### src/rtl/core_data_arb_pkg.sv
// Shared types for the core data-port arbiter.
package core_data_arb_pkg;

    localparam int NUM_PORTS  = 2;
    // Struct field widths; the top's ADDR_WIDTH is cast onto ARB_ADDR_W.
    localparam int ARB_ADDR_W = 32;
    localparam int ARB_DATA_W = 32;

    typedef logic port_id_t;

    typedef struct packed {
        logic [ARB_ADDR_W-1:0] addr;
        logic                  we;
        logic [3:0]            be;
        logic [ARB_DATA_W-1:0] wdata;
    } arb_req_t;

endpackage

### src/rtl/core_data_arb_owner_fifo.sv
// In-order FIFO of transaction owners (granted, awaiting rvalid).
module core_data_arb_owner_fifo
    import core_data_arb_pkg::*;
#(
    parameter int DEPTH = 2
) (
    input  logic     clk_i,
    input  logic     rst_i,
    input  logic     push_i,
    input  port_id_t push_id_i,
    input  logic     pop_i,
    output port_id_t head_o,
    output logic     full_o,
    output logic     empty_o
);

    localparam int PW = (DEPTH > 1) ? $clog2(DEPTH) : 1;
    localparam int CW = PW + 1;

    port_id_t        mem [DEPTH];
    logic [PW-1:0]   wr_ptr_q;
    logic [PW-1:0]   rd_ptr_q;
    logic [CW-1:0]   count_q;
    logic            push_ok;
    logic            pop_ok;

    // Power-of-two depth lets the pointers wrap naturally; depth 1 pins them at 0.
    function automatic logic [PW-1:0] ptr_inc(input logic [PW-1:0] p);
        return (DEPTH == 1) ? '0 : p + PW'(1);
    endfunction

    assign full_o  = (count_q == CW'(DEPTH));
    assign empty_o = (count_q == '0);
    assign head_o  = mem[rd_ptr_q];
    assign push_ok = push_i && !full_o;
    assign pop_ok  = pop_i && !empty_o;

    // Storage needs no reset: occupancy is tracked by count_q.
    always_ff @(posedge clk_i) begin
        if (push_ok) mem[wr_ptr_q] <= push_id_i;
    end

    // Pointer and occupancy update; simultaneous push/pop keeps count.
    always_ff @(posedge clk_i) begin
        if (rst_i) begin
            wr_ptr_q <= '0;
            rd_ptr_q <= '0;
            count_q  <= '0;
        end else begin
            if (push_ok) wr_ptr_q <= ptr_inc(wr_ptr_q);
            if (pop_ok)  rd_ptr_q <= ptr_inc(rd_ptr_q);
            case ({push_ok, pop_ok})
                2'b10:   count_q <= count_q + CW'(1);
                2'b01:   count_q <= count_q - CW'(1);
                default: count_q <= count_q;
            endcase
        end
    end

endmodule

### src/rtl/core_data_arb.sv
// Two-port arbiter in front of the bridge data port. Owner FIFO routes rvalid.
// Build option: CORE_DATA_ARB_RR_EN selects round-robin tie-break (else port 0 wins).
module core_data_arb
    import core_data_arb_pkg::*;
#(
    parameter int ADDR_WIDTH      = 32,
    parameter int MAX_OUTSTANDING = 2
) (
    input  logic                  clk_i,
    input  logic                  rst_i,
    input  logic                  m0_req_i,
    output logic                  m0_gnt_o,
    output logic                  m0_rvalid_o,
    input  logic [ADDR_WIDTH-1:0] m0_addr_i,
    input  logic                  m0_we_i,
    input  logic [3:0]            m0_be_i,
    input  logic [31:0]           m0_wdata_i,
    output logic [31:0]           m0_rdata_o,
    input  logic                  m1_req_i,
    output logic                  m1_gnt_o,
    output logic                  m1_rvalid_o,
    input  logic [ADDR_WIDTH-1:0] m1_addr_i,
    input  logic                  m1_we_i,
    input  logic [3:0]            m1_be_i,
    input  logic [31:0]           m1_wdata_i,
    output logic [31:0]           m1_rdata_o,
    output logic                  s_req_o,
    input  logic                  s_gnt_i,
    input  logic                  s_rvalid_i,
    output logic [ADDR_WIDTH-1:0] s_addr_o,
    output logic                  s_we_o,
    output logic [3:0]            s_be_o,
    output logic [31:0]           s_wdata_o,
    input  logic [31:0]           s_rdata_i,
    output logic                  err_o
);

    arb_req_t               req_f [NUM_PORTS];
    arb_req_t               win_f;
    logic [NUM_PORTS-1:0]   req;
    logic                   win_vld;
    port_id_t               win_id;
    port_id_t               tie_id;
    logic                   lock_q;
    port_id_t               lock_id_q;
    logic                   lock_hold;
    logic                   hs;
    logic                   pop;
    logic                   fifo_full;
    logic                   fifo_empty;
    port_id_t               head;

    assign req      = {m1_req_i, m0_req_i};
    assign req_f[0] = '{addr: ARB_ADDR_W'(m0_addr_i), we: m0_we_i, be: m0_be_i, wdata: m0_wdata_i};
    assign req_f[1] = '{addr: ARB_ADDR_W'(m1_addr_i), we: m1_we_i, be: m1_be_i, wdata: m1_wdata_i};

`ifdef CORE_DATA_ARB_RR_EN
    port_id_t last_q;

    // Remember the last granted port; reset to 1 so port 0 wins the first tie.
    always_ff @(posedge clk_i) begin
        if (rst_i)   last_q <= 1'b1;
        else if (hs) last_q <= win_id;
    end

    assign tie_id = ~last_q;
`else
    assign tie_id = 1'b0;
`endif

    // A lock only survives while the locked port keeps requesting.
    assign lock_hold = lock_q && req[lock_id_q];

    // Winner select: lock first, else arbitrate only when the FIFO has room.
    always_comb begin
        win_vld = 1'b0;
        win_id  = 1'b0;
        if (lock_hold) begin
            win_vld = 1'b1;
            win_id  = lock_id_q;
        end else if (!fifo_full) begin
            win_vld = |req;
            win_id  = (&req) ? tie_id : req[1];
        end
    end

    assign win_f     = win_vld ? req_f[win_id] : '0;
    assign s_req_o   = win_vld;
    assign s_addr_o  = ADDR_WIDTH'(win_f.addr);
    assign s_we_o    = win_f.we;
    assign s_be_o    = win_f.be;
    assign s_wdata_o = win_f.wdata;

    assign hs       = s_req_o && s_gnt_i;
    assign m0_gnt_o = hs && (win_id == 1'b0);
    assign m1_gnt_o = hs && (win_id == 1'b1);

    // Hold the stalled winner until its grant (or until it withdraws).
    always_ff @(posedge clk_i) begin
        if (rst_i) begin
            lock_q    <= 1'b0;
            lock_id_q <= 1'b0;
        end else if (s_req_o && !s_gnt_i) begin
            lock_q    <= 1'b1;
            lock_id_q <= win_id;
        end else begin
            lock_q    <= 1'b0;
        end
    end

    core_data_arb_owner_fifo #(.DEPTH(MAX_OUTSTANDING)) u_owner_fifo (
        .clk_i     (clk_i),
        .rst_i     (rst_i),
        .push_i    (hs),
        .push_id_i (win_id),
        .pop_i     (pop),
        .head_o    (head),
        .full_o    (fifo_full),
        .empty_o   (fifo_empty)
    );

    assign pop         = s_rvalid_i && !fifo_empty;
    assign m0_rvalid_o = pop && (head == 1'b0);
    assign m1_rvalid_o = pop && (head == 1'b1);
    assign m0_rdata_o  = s_rdata_i;
    assign m1_rdata_o  = s_rdata_i;

    // Sticky: a response with no recorded owner.
    always_ff @(posedge clk_i) begin
        if (rst_i)                         err_o <= 1'b0;
        else if (s_rvalid_i && fifo_empty) err_o <= 1'b1;
    end

endmodule

### config.mk
export PLATFORM = sky130hd
export DESIGN_NAME = core_data_arb
export DESIGN_NICKNAME = d
export VERILOG_FILES = /design/src/rtl/core_data_arb_pkg.sv /design/src/rtl/core_data_arb_owner_fifo.sv /design/src/rtl/core_data_arb.sv
export SDC_FILE = /design/constraint.sdc
export NUM_CORES = 1
export LEC_CHECK = 0
export CAP_MARGIN = 30
export CORE_AREA = 2 2 124 126
export DETAILED_ROUTE_END_ITERATION = 6
export DIE_AREA = 0 0 126 128
export PLACE_DENSITY = 0.57
export SYNTH_ARGS = -nofsm -noshare
export SYNTH_HDL_FRONTEND = slang
export SYNTH_SLANG_ARGS = --single-unit
### constraint.sdc
create_clock -name clk_i -period 3.4 [get_ports clk_i]
set_clock_uncertainty 0.2 [all_clocks]
set_input_delay 0.85 -clock clk_i [delete_from_list [all_inputs] [get_ports clk_i]]
set_output_delay 0.85 -clock clk_i [all_outputs]
set_load 0.05 [all_outputs]
==> results.py, run 1 <==
metrics = {
    "die": {
        "die-area_um2": 16100,
        "io_pins": 315,
        "core_um2": 14900,
        "dieHeight_um": 128,
        "die_w_um": 126,
        "start_util_pct": 13.0,
        "fp-row-count": 45,
    },
    "power": {
        "power_density_nw_per_um2": 594,
        "power.total_w": 0.00254,
        "ir_drop_mv": 0.288,
        "power.leakage_nw": 1.76,
    },
    "sta": {
        "setup_viol": 0,
        "finalSetupTns_ns": 0,
        "rsz0062_at_grt": "no",
        "min_period_ns": 3.29,
        "drv_slew": 0,
        "hold_viol_final": 0,
        "worst_slew_pin_slew_ns": 0.486,
        "relSlewSlack_pct": 67.5,
        "whs_ns": 0.276,
        "max_freq_mhz": 304,
        "fin_ws_ns": 0.114,
        "min_period_over_period_pct": 96.6,
    },
    "placement": {
        "port_buffers": 218,
        "finalWeightedCongestion": 0.808,
        "dp_slack_ns": -0.221,
        "dp_hpwl_um": 6680,
    },
    "clock_tree": {
        "clk_path_buf_depth": 2,
        "cts_hold_buf": 0,
        "htreeDepth": 1,
        "cts_tree": "done",
        "cts_sinks": 10,
        "clock_latency_ns": 0.24,
        "root_buffer": "clkbuf_16",
        "cts_buffers": 3,
        "path_clk_slew_ns": 0.04,
    },
    "route": {
        "ant_nets": 0,
        "wirelength_um": 8840,
        "wire_per_inst_um": 12.9,
        "first_pass_iters": 4,
        "viasPerCell": 3.95,
        "drc": 0,
        "first_iter_violations": 65,
        "vias": 2716,
    },
    "critical_path": {
        "required_ns": 2.35,
        "ff2ff_path_depth": 5,
        "endpoint_kind": "output pin",
        "path_class": "in2out",
        "worstSetupStartpoint": "m0_req_i",
        "reg2reg_from": "u_owner_fifo.count_q[0]$_SDFFE_PP0P_",
        "cp.arrival_ns": 2.24,
        "start_kind": "primary input",
        "critPathMaxFanout": 16,
    },
    "yosys": {
        "synth_commonest_cells": "nand2_1, a21oi_1, buf_4",
        "avgSynthCellArea_um2": 5.55,
        "synth.ff_latch_count": 10,
        "muxShareOfSynthArea_pct": 0.520,
        "synth_compound_area_share_pct": 20.9,
        "async_flop_share_pct": 0,
        "synth_top_flop_cell": "dfxtp_1",
        "synth_top_family_by_area": "simple AND/OR/NAND/NOR gates",
        "syn_area_um2": 1930,
        "yosys.area.top_type": "nand2_1",
        "synth-simple-area-share_pct": 33.3,
        "synth_cells": 347,
        "synth-xor-area-share_pct": 1.82,
        "synth-edff-count": 2,
        "synth_adder_area_share_pct": 0.650,
        "synth_most_common_cell": "nand2_1",
        "seq_area_frac_synth_pct": 11.4,
        "postSynthNetCount": 524,
        "synth_top_area_share_pct": 26.9,
        "ys_types": 29,
        "synth_warnings": 0,
        "synth.area.top_cells": "nand2_1, buf_4, a21oi_1",
    },
    "final_layout": {
        "antennaDiodeCount": 0,
        "area.growth.synth_to_final_pct": 122,
        "drive_above_1_share_pct": 32.3,
        "fin_util_pct": 28.8,
        "n_fill_cell": 1601,
        "nets": 677,
    },
    "grt": {
        "grt_pass1_vias": 2731,
        "grt_pass1_wl_um": 13100,
        "track_usage_pct": 9.88,
        "grt_antenna_before_repair": 0,
        "grt_max_degree": 35,
        "overflow": 0,
    },
    "min_path": {
        "min_path_type": "reg2reg",
        "hp-start": "err_o$_SDFFE_PP0P_",
        "hold_depth": 2,
    },
    "run": {
        "drv_cap": 0,
    },
    "outcome": {
        "status": "finished clean",
    },
}
-- final timing paths --
kind	slack [ns]	end
worst min register to register	0.28	err_o$_SDFFE_PP0P_
worst max register to register	1.37	u_owner_fifo.count_q[1]$_SDFFE_PP0P_
worst max-delay path	0.11	s_wdata_o[22]
worst min-delay path	0.28	err_o$_SDFFE_PP0P_
-- registers in the layout (all words and copies together) (netlist names), named ones only --
signal / cells
u_owner_fifo.count_q: 2
u_owner_fifo.mem: 2
err_o: 1
lock_id_q: 1
lock_q: 1
u_owner_fifo.rd_ptr_q: 1
u_owner_fifo.wr_ptr_q: 1
-- what timing repair did --
item / 4_1_cts / 5_1_grt
buffers inserted: 1 / 1
gates resized for setup: 36 / 1
pin swaps: 2 / 1
endpoints found under the setup margin: 71 / 13
gates cloned: 2 / 0
-- metal layers --
layer | up-vias | track usage (%) | part of all wire, %
li1 | 1347 | - | -
met1 | 1193 | 11.2 | 38
met2 | 156 | 18.0 | 50
met3 | 20 | 3.46 | 11
met4 | 0 | 2.00 | 1.3
met5 | - | 0 | 0
-- metrics by stage --
stage,instances,area [um2]
6_report,687,4280
5_1_grt,687,4280
4_1_cts,687,4290
3_5_place_dp,680,4010
2_1_floorplan,347,2150
3_3_place_gp,680,4010
-- cells by family (layout without fill, tap and decap cells) --
family,Yosys count,in the layout
adder cells (fa/ha/maj),1,1
AO/OA/AOI/OAI,79,79
buffers and inverters,91,243
multiplexers,1,1
AND/OR/NAND/NOR,161,161
XOR/XNOR,4,4
flip-flops,10,10
-- cells in the final DEF, fill, tap and decap left out, types with 2 or more instances in the layout --
master	instances
a21oi_1	13
a21oi_2	60
a21oi_4	2
buf_12	10
buf_4	55
buf_6	25
clkbuf_16	3
clkdlybuf4s50_1	142
dfxtp_1	8
edfxtp_1	2
inv_1	3
nand2_1	138
nand2b_1	2
nor2_1	9
o21ai_0	3
or3_1	2
xnor2_1	2
xor2_1	2
-- area by class of cell --
| cell class | instances | area, um2 | share of cell area, % |
|---|---|---|---|
| timing repair buffer | 235 | 2370 | 55.4 |
| multi-input combinational | 246 | 1360 | 31.8 |
| tap | 188 | 235 | 5.50 |
| sequential | 10 | 220 | 5.15 |
| clock buffer | 3 | 75.1 | 1.76 |
| inverter | 4 | 15.0 | 0.351 |
| clock inverter | 1 | 3.75 | 0.0878 |
-- critical path, cell delays in order --
cell and delay, ns:
dlygate4sd2_1 0.26, buf_4 0.14, a21oi_1 0.05, or2_4 0.31, bufbuf_16 0.32, a21oi_2 0.13, buf_6 0.17
-- power breakdown --
| group | leakage, nW | internal [W] | switching (W) | total (W) |
|---|---|---|---|---|
| clock | 0.0385 | 0.000154 | 0.0000576 | 0.000212 |
| sequential | 0.0849 | 0.000154 | 0.0000234 | 0.000177 |
| combinational | 1.64 | 0.000797 | 0.00135 | 0.00215 |
(Power assumes the default switching activity.)
==> inputs of run 2 (changes only) <==
--- a/config.mk
+++ b/config.mk
@@ -6,10 +6,10 @@
 export NUM_CORES = 1
 export LEC_CHECK = 0
 export CAP_MARGIN = 30
-export CORE_AREA = 2 2 124 126
+export CORE_AREA = 2 2 122 124
 export DETAILED_ROUTE_END_ITERATION = 6
-export DIE_AREA = 0 0 126 128
-export PLACE_DENSITY = 0.57
+export DIE_AREA = 0 0 124 126
+export PLACE_DENSITY = 0.58
 export SYNTH_ARGS = -nofsm -noshare
 export SYNTH_HDL_FRONTEND = slang
 export SYNTH_SLANG_ARGS = --single-unit
==> constraint.sdc (replaced) <==
create_clock -name clk_i -period 3.5 [get_ports clk_i]
set_clock_uncertainty 0.2 [all_clocks]
set_input_delay 0.875 -clock clk_i [delete_from_list [all_inputs] [get_ports clk_i]]
set_output_delay 0.875 -clock clk_i [all_outputs]
set_load 0.05 [all_outputs]
==> run 2 against run 1 <==
Design area rose by 20%. Combinational power rose by 24%. Worst setup slack got worse by 0.025 ns. Hold slack improved by 0.00083 ns. Cell count fell by 0.87%. Flip-flop and latch count did not move. Die area fell by 3.1%. Sequential power fell by 3%.
==> results.py, run 2 (synthesis gave the netlist of run 1 again) <==
metrics = {
    "outcome": {
        "status": "finished clean",
    },
    "route": {
        "wirelength_um": 10100,
        "first_pass_iters": 4,
        "first_iter_violations": 61,
        "ant_nets": 0,
        "wire_per_inst_um": 14.8,
        "vias": 2768,
        "viasPerCell": 4.06,
        "drc": 0,
    },
    "critical_path": {
        "endpoint_kind": "output pin",
        "ff2ff_path_depth": 5,
        "reg2reg_from": "u_owner_fifo.count_q[0]$_SDFFE_PP0P_",
        "start_kind": "primary input",
        "worst-r2r-setup-slack_ns": 1.42,
        "required_ns": 2.42,
        "critPathMaxFanout": 18,
        "r2r-end": "u_owner_fifo.count_q[1]$_SDFFE_PP0P_",
        "cp.arrival_ns": 2.34,
        "path_class": "in2out",
    },
    "grt": {
        "grt_pass1_vias": 2915,
        "grt_antenna_before_repair": 0,
        "overflow": 0,
        "grt_max_degree": 38,
        "track_usage_pct": 12.4,
        "grt_pass1_wl_um": 15100,
    },
    "run": {
        "drv_cap": 0,
    },
    "final_layout": {
        "area.growth.synth_to_final_pct": 165,
        "reg.largest.list": "u_owner_fifo.count_q: 2 flops, u_owner_fifo.mem: 2 flops",
        "drive_above_1_share_pct": 33.8,
        "antennaDiodeCount": 0,
        "layout_common_cells": "clkdlybuf4s50_1, nand2_1, buf_12",
        "multi_input_area_um2": 1380,
        "seqCellArea_um2": 220,
        "stdcell_count": 681,
        "n_fill_cell": 1462,
        "layout_commonest_cell": "clkdlybuf4s50_1",
        "nets": 675,
    },
    "placement": {
        "dp.cells": 671,
        "port_buffers": 218,
        "dp_hpwl_um": 7700,
        "finalWeightedCongestion": 0.795,
        "dp_slack_ns": -0.179,
    },
    "sta": {
        "max_freq_mhz": 293,
        "drv_slew": 0,
        "worst_slew_pin_slew_ns": 0.518,
        "relSlewSlack_pct": 65.1,
        "min_period_ns": 3.41,
        "min_period_over_period_pct": 97.4,
        "rsz0062_at_grt": "no",
        "fin_ws_ns": 0.0895,
        "hold_viol_final": 0,
        "setup_viol": 0,
    },
    "clock_tree": {
        "cts_hold_buf": 0,
        "clock_latency_ns": 0.24,
        "cts_sinks": 10,
        "root_buffer": "clkbuf_16",
        "cts_tree": "done",
        "path_clk_slew_ns": 0.04,
        "cts_buffers": 3,
        "htreeDepth": 1,
        "clk_path_buf_depth": 2,
    },
    "die": {
        "core_um2": 14300,
        "die_w_um": 124,
        "fp-row-count": 44,
        "start_util_pct": 13.5,
        "die-area_um2": 15600,
        "io_pins": 315,
        "dieHeight_um": 126,
    },
    "min_path": {
        "min_to": "err_o$_SDFFE_PP0P_",
        "min_path_type": "reg2reg",
        "hold_depth": 2,
        "hp-start": "err_o$_SDFFE_PP0P_",
    },
    "power": {
        "power.total_w": 0.00304,
        "ir_drop_mv": 0.285,
        "power.leakage_nw": 2.02,
        "power_density_nw_per_um2": 595,
    },
}
==> run 2: cell types whose count changed in the layout (fill, tap and decap cells not counted) <==
cell	before	now
buf_6	25	0
buf_12	10	81
buf_4	55	5
clkbuf_2	0	1
clkdlybuf4s15_1	1	0
a21oi_4	2	1
a21oi_1	13	5
inv_2	1	0
buf_16	0	2
inv_4	0	1
a21oi_2	60	69
==> run 2: stage by stage <==
step | hold WS (ns) | cell area (um2) | setup TNS [ns] | util [%]
5_1_grt | 0.316 | 5110 | 0 | 35.7
6_report | 0.277 | 5110 | 0 | 35.7
2_1_floorplan | 0.267 | 2150 | 0 | -
4_1_cts | 0.281 | 5110 | 0 | 35.7
3_3_place_gp | 0.246 | 4840 | -6.55 | 33.8
3_5_place_dp | 0.269 | 4840 | -8.00 | 33.8
==> run 2: cell type report <==
class                   count  share of cell area (%)
multi-input cells         246                    27.0
well taps                 184                    4.51
flip-flops and latches     10                    4.31
clock buffers               3                    1.47
clock inverters             1                  0.0735
repair buffers            233                    62.3
inverters                   4                   0.343
==> run 2: per-layer routing <==
| layer | share of wire (%) | global-route usage [%] | vias up |
|---|---|---|---|
| li1 | - | - | 1344 |
| met3 | 11 | 5.12 | 28 |
| met5 | 0 | 0 | - |
| met2 | 50 | 22.4 | 161 |
| met4 | 2.1 | 2.91 | 0 |
| met1 | 36 | 13.2 | 1235 |
==> run 2: repair_timing <==
| item | CTS | global route |
|---|---|---|
| endpoints found under the setup margin | 71 | 29 |
| resized for setup | 17 | 2 |
| setup buffers | 3 | 0 |
| pin swaps | 2 | 0 |
| gates cloned | 3 | 0 |
==> run 2: how the worst max path moves through the flow <==
stage	startpoint	end	slack, ns	cells after the start
4_1_cts	m1_req_i	s_addr_o[26]	0.02	9
2_1_floorplan	m1_req_i	s_addr_o[17]	0.06	6
3_3_place_gp	m1_req_i	s_addr_o[22]	-0.16	7
5_1_grt	m0_req_i	s_addr_o[26]	0.01	9
3_5_place_dp	m1_req_i	s_addr_o[31]	-0.18	8
6_report	m0_req_i	s_addr_o[26]	0.09	9
==> run 2: power breakdown <==
group / switching, W / total, W / internal (W)
Combinational: 0.00144 / 0.00266 / 0.00122
Clock: 0.0000548 / 0.000205 / 0.000150
Sequential: 0.0000228 / 0.000172 / 0.000149
Total: 0.00152 / 0.00304 / 0.00152
==> run 2: critical path: stages <==
cell	delay, ns
dlygate4sd2_1	0.28
nor2b_4	0.14
a21oi_4	0.07
buf_12	0.15
inv_4	0.09
bufbuf_16	0.30
nand2_1	0.08
a21oi_2	0.19
buf_12	0.16
==> inputs of run 3 (changes only) <==
--- a/config.mk
+++ b/config.mk
@@ -5,11 +5,12 @@
 export SDC_FILE = /design/constraint.sdc
 export NUM_CORES = 1
 export LEC_CHECK = 0
-export CAP_MARGIN = 30
+export CAP_MARGIN = 25
 export CORE_AREA = 2 2 122 124
 export DETAILED_ROUTE_END_ITERATION = 6
 export DIE_AREA = 0 0 124 126
-export PLACE_DENSITY = 0.58
+export DONT_BUFFER_PORTS = 1
+export PLACE_DENSITY = 0.3
 export SYNTH_ARGS = -nofsm -noshare
 export SYNTH_HDL_FRONTEND = slang
 export SYNTH_SLANG_ARGS = --single-unit
==> run 3 against run 2 <==
Non-clock buffer count decreased by 152. Hold slack better by 0.030 ns. Core utilization shrank 13 points. Cell count fell by 22%. Critical endpoint is now s_addr_o[22].
==> results.py, run 3 (synthesis gave the netlist of run 1 again) <==
metrics = {
    "outcome": {
        "status": "finished clean",
    },
    "route": {
        "viasPerCell": 4.06,
        "first_iter_violations": 78,
        "ant_nets": 0,
        "vias": 2147,
        "first_pass_iters": 4,
        "wirelength_um": 7370,
        "wire_per_inst_um": 13.9,
        "drc": 0,
    },
    "die": {
        "fp-row-count": 44,
        "die-area_um2": 15600,
        "start_util_pct": 13.5,
        "die_w_um": 124,
        "io_pins": 315,
        "core_um2": 14300,
        "dieHeight_um": 126,
    },
    "power": {
        "power.leakage_nw": 1.31,
        "power_density_nw_per_um2": 805,
        "ir_drop_mv": 0.275,
    },
    "critical_path": {
        "critPathMaxFanout": 40,
        "slowest_delay_ns": 0.39,
        "critPathMostFrequentCell": "buf_4",
        "cp.arrival_ns": 2.13,
        "required_ns": 2.42,
        "cp_cell_sequence": "and3_1 -> a21oi_4 -> buf_4 -> nand2_1 -> a21oi_1 -> buf_4",
        "path_class": "in2out",
        "cp_slowest_cell": "buf_4",
        "start_kind": "primary input",
        "endpoint_kind": "output pin",
    },
    "placement": {
        "finalWeightedCongestion": 0.696,
        "dp.cells": 525,
        "dp_hpwl_um": 6240,
        "dp_slack_ns": 0.280,
        "port_buffers": 0,
    },
    "sta": {
        "rsz0062_at_grt": "no",
        "min_period_ns": 3.21,
        "min_period_over_period_pct": 91.7,
        "finalSetupTns_ns": 0,
        "drv_slew": 0,
        "max_freq_mhz": 312,
        "hold_viol_final": 0,
        "worst_slew_pin_slew_ns": 0.507,
        "setup_viol": 0,
        "relSlewSlack_pct": 65.9,
        "whs_ns": 0.307,
        "fin_ws_ns": 0.292,
    },
    "clock_tree": {
        "cts_tree": "done",
        "cts_resized": 0,
        "root_buffer": "clkbuf_16",
        "cts_hold_buf": 0,
        "cts_sinks": 10,
        "clk_path_buf_depth": 2,
        "clock_latency_ns": 0.23,
        "postCtsSetupRepairBufs": 0,
        "path_clk_slew_ns": 0.04,
        "cts_buffers": 3,
        "htreeDepth": 1,
    },
    "final_layout": {
        "layout_commonest_cell": "nand2_1",
        "nets": 523,
        "antennaDiodeCount": 0,
        "stdcell_count": 529,
        "area.growth.synth_to_final_pct": 70.8,
        "layout_common_cells": "nand2_1, buf_12, a21oi_2",
        "multi_input_area_um2": 1340,
        "reg.largest.list": "u_owner_fifo.count_q: 2 flops, u_owner_fifo.mem: 2 flops",
        "n_fill_cell": 1591,
        "drive_above_1_share_pct": 42.9,
        "fin_util_pct": 23.0,
        "seqCellArea_um2": 220,
    },
    "grt": {
        "grt_pass1_wl_um": 10800,
        "grt_antenna_before_repair": 0,
        "track_usage_pct": 8.57,
        "grt_pass1_vias": 2167,
        "overflow": 0,
        "grt_max_degree": 44,
    },
    "min_path": {
        "min_path_type": "reg2reg",
    },
    "run": {
        "drv_cap": 0,
    },
}
==> run 3: critical path, delay by kind of cell <==
family / cells / cell delay, ns
AND/OR/NAND/NOR: 2 / 0.27
AO/OA/AOI/OAI: 2 / 0.33
buffers and inverters: 2 / 0.62
==> run 3: area by class of cell <==
class	instances	share of cell area (%)
repair buffers	81	42.8
flip-flops and latches	10	6.70
multi-input cells	246	40.6
clock inverters	1	0.114
well taps	184	7.00
clock buffers	3	2.28
inverters	4	0.457
==> run 3: through the flow <==
stage | cell area [um2] | total power [W]
finish | 3290 | 0.00265
global route | 3290 | 0.00277
CTS | 3290 | 0.00268
detailed placement | 3210 | 0.00248
global placement | 3210 | 0.00247
floorplan | 2150 | 0.00166
==> run 3: routing by layer <==
layer | up-vias | global-route usage (%) | share of wire, %
met5 | - | 0 | 0
met4 | 0 | 1.26 | 1.3
met3 | 16 | 2.81 | 12
met2 | 135 | 16.6 | 52
met1 | 956 | 9.00 | 35
li1 | 1040 | - | -
==> run 3: path summary, 6_finish.rpt <==
check / start / to / slack (ns) / depth (start not counted)
max reg2reg: u_owner_fifo.count_q[0]$_SDFFE_PP0P_ / u_owner_fifo.count_q[1]$_SDFFE_PP0P_ / 1.49 / 5
min: u_owner_fifo.rd_ptr_q$_SDFFE_PP0P_ / u_owner_fifo.rd_ptr_q$_SDFFE_PP0P_ / 0.31 / 2
min reg2reg: u_owner_fifo.rd_ptr_q$_SDFFE_PP0P_ / u_owner_fifo.rd_ptr_q$_SDFFE_PP0P_ / 0.31 / 2
max: m1_req_i / s_addr_o[22] / 0.29 / 6
==> run 3: where the power goes <==
group          leakage, nW  switching, W  internal (W)
clock network       0.0385     0.0000510      0.000150
registers           0.0849     0.0000332      0.000149
logic                 1.19       0.00133      0.000936
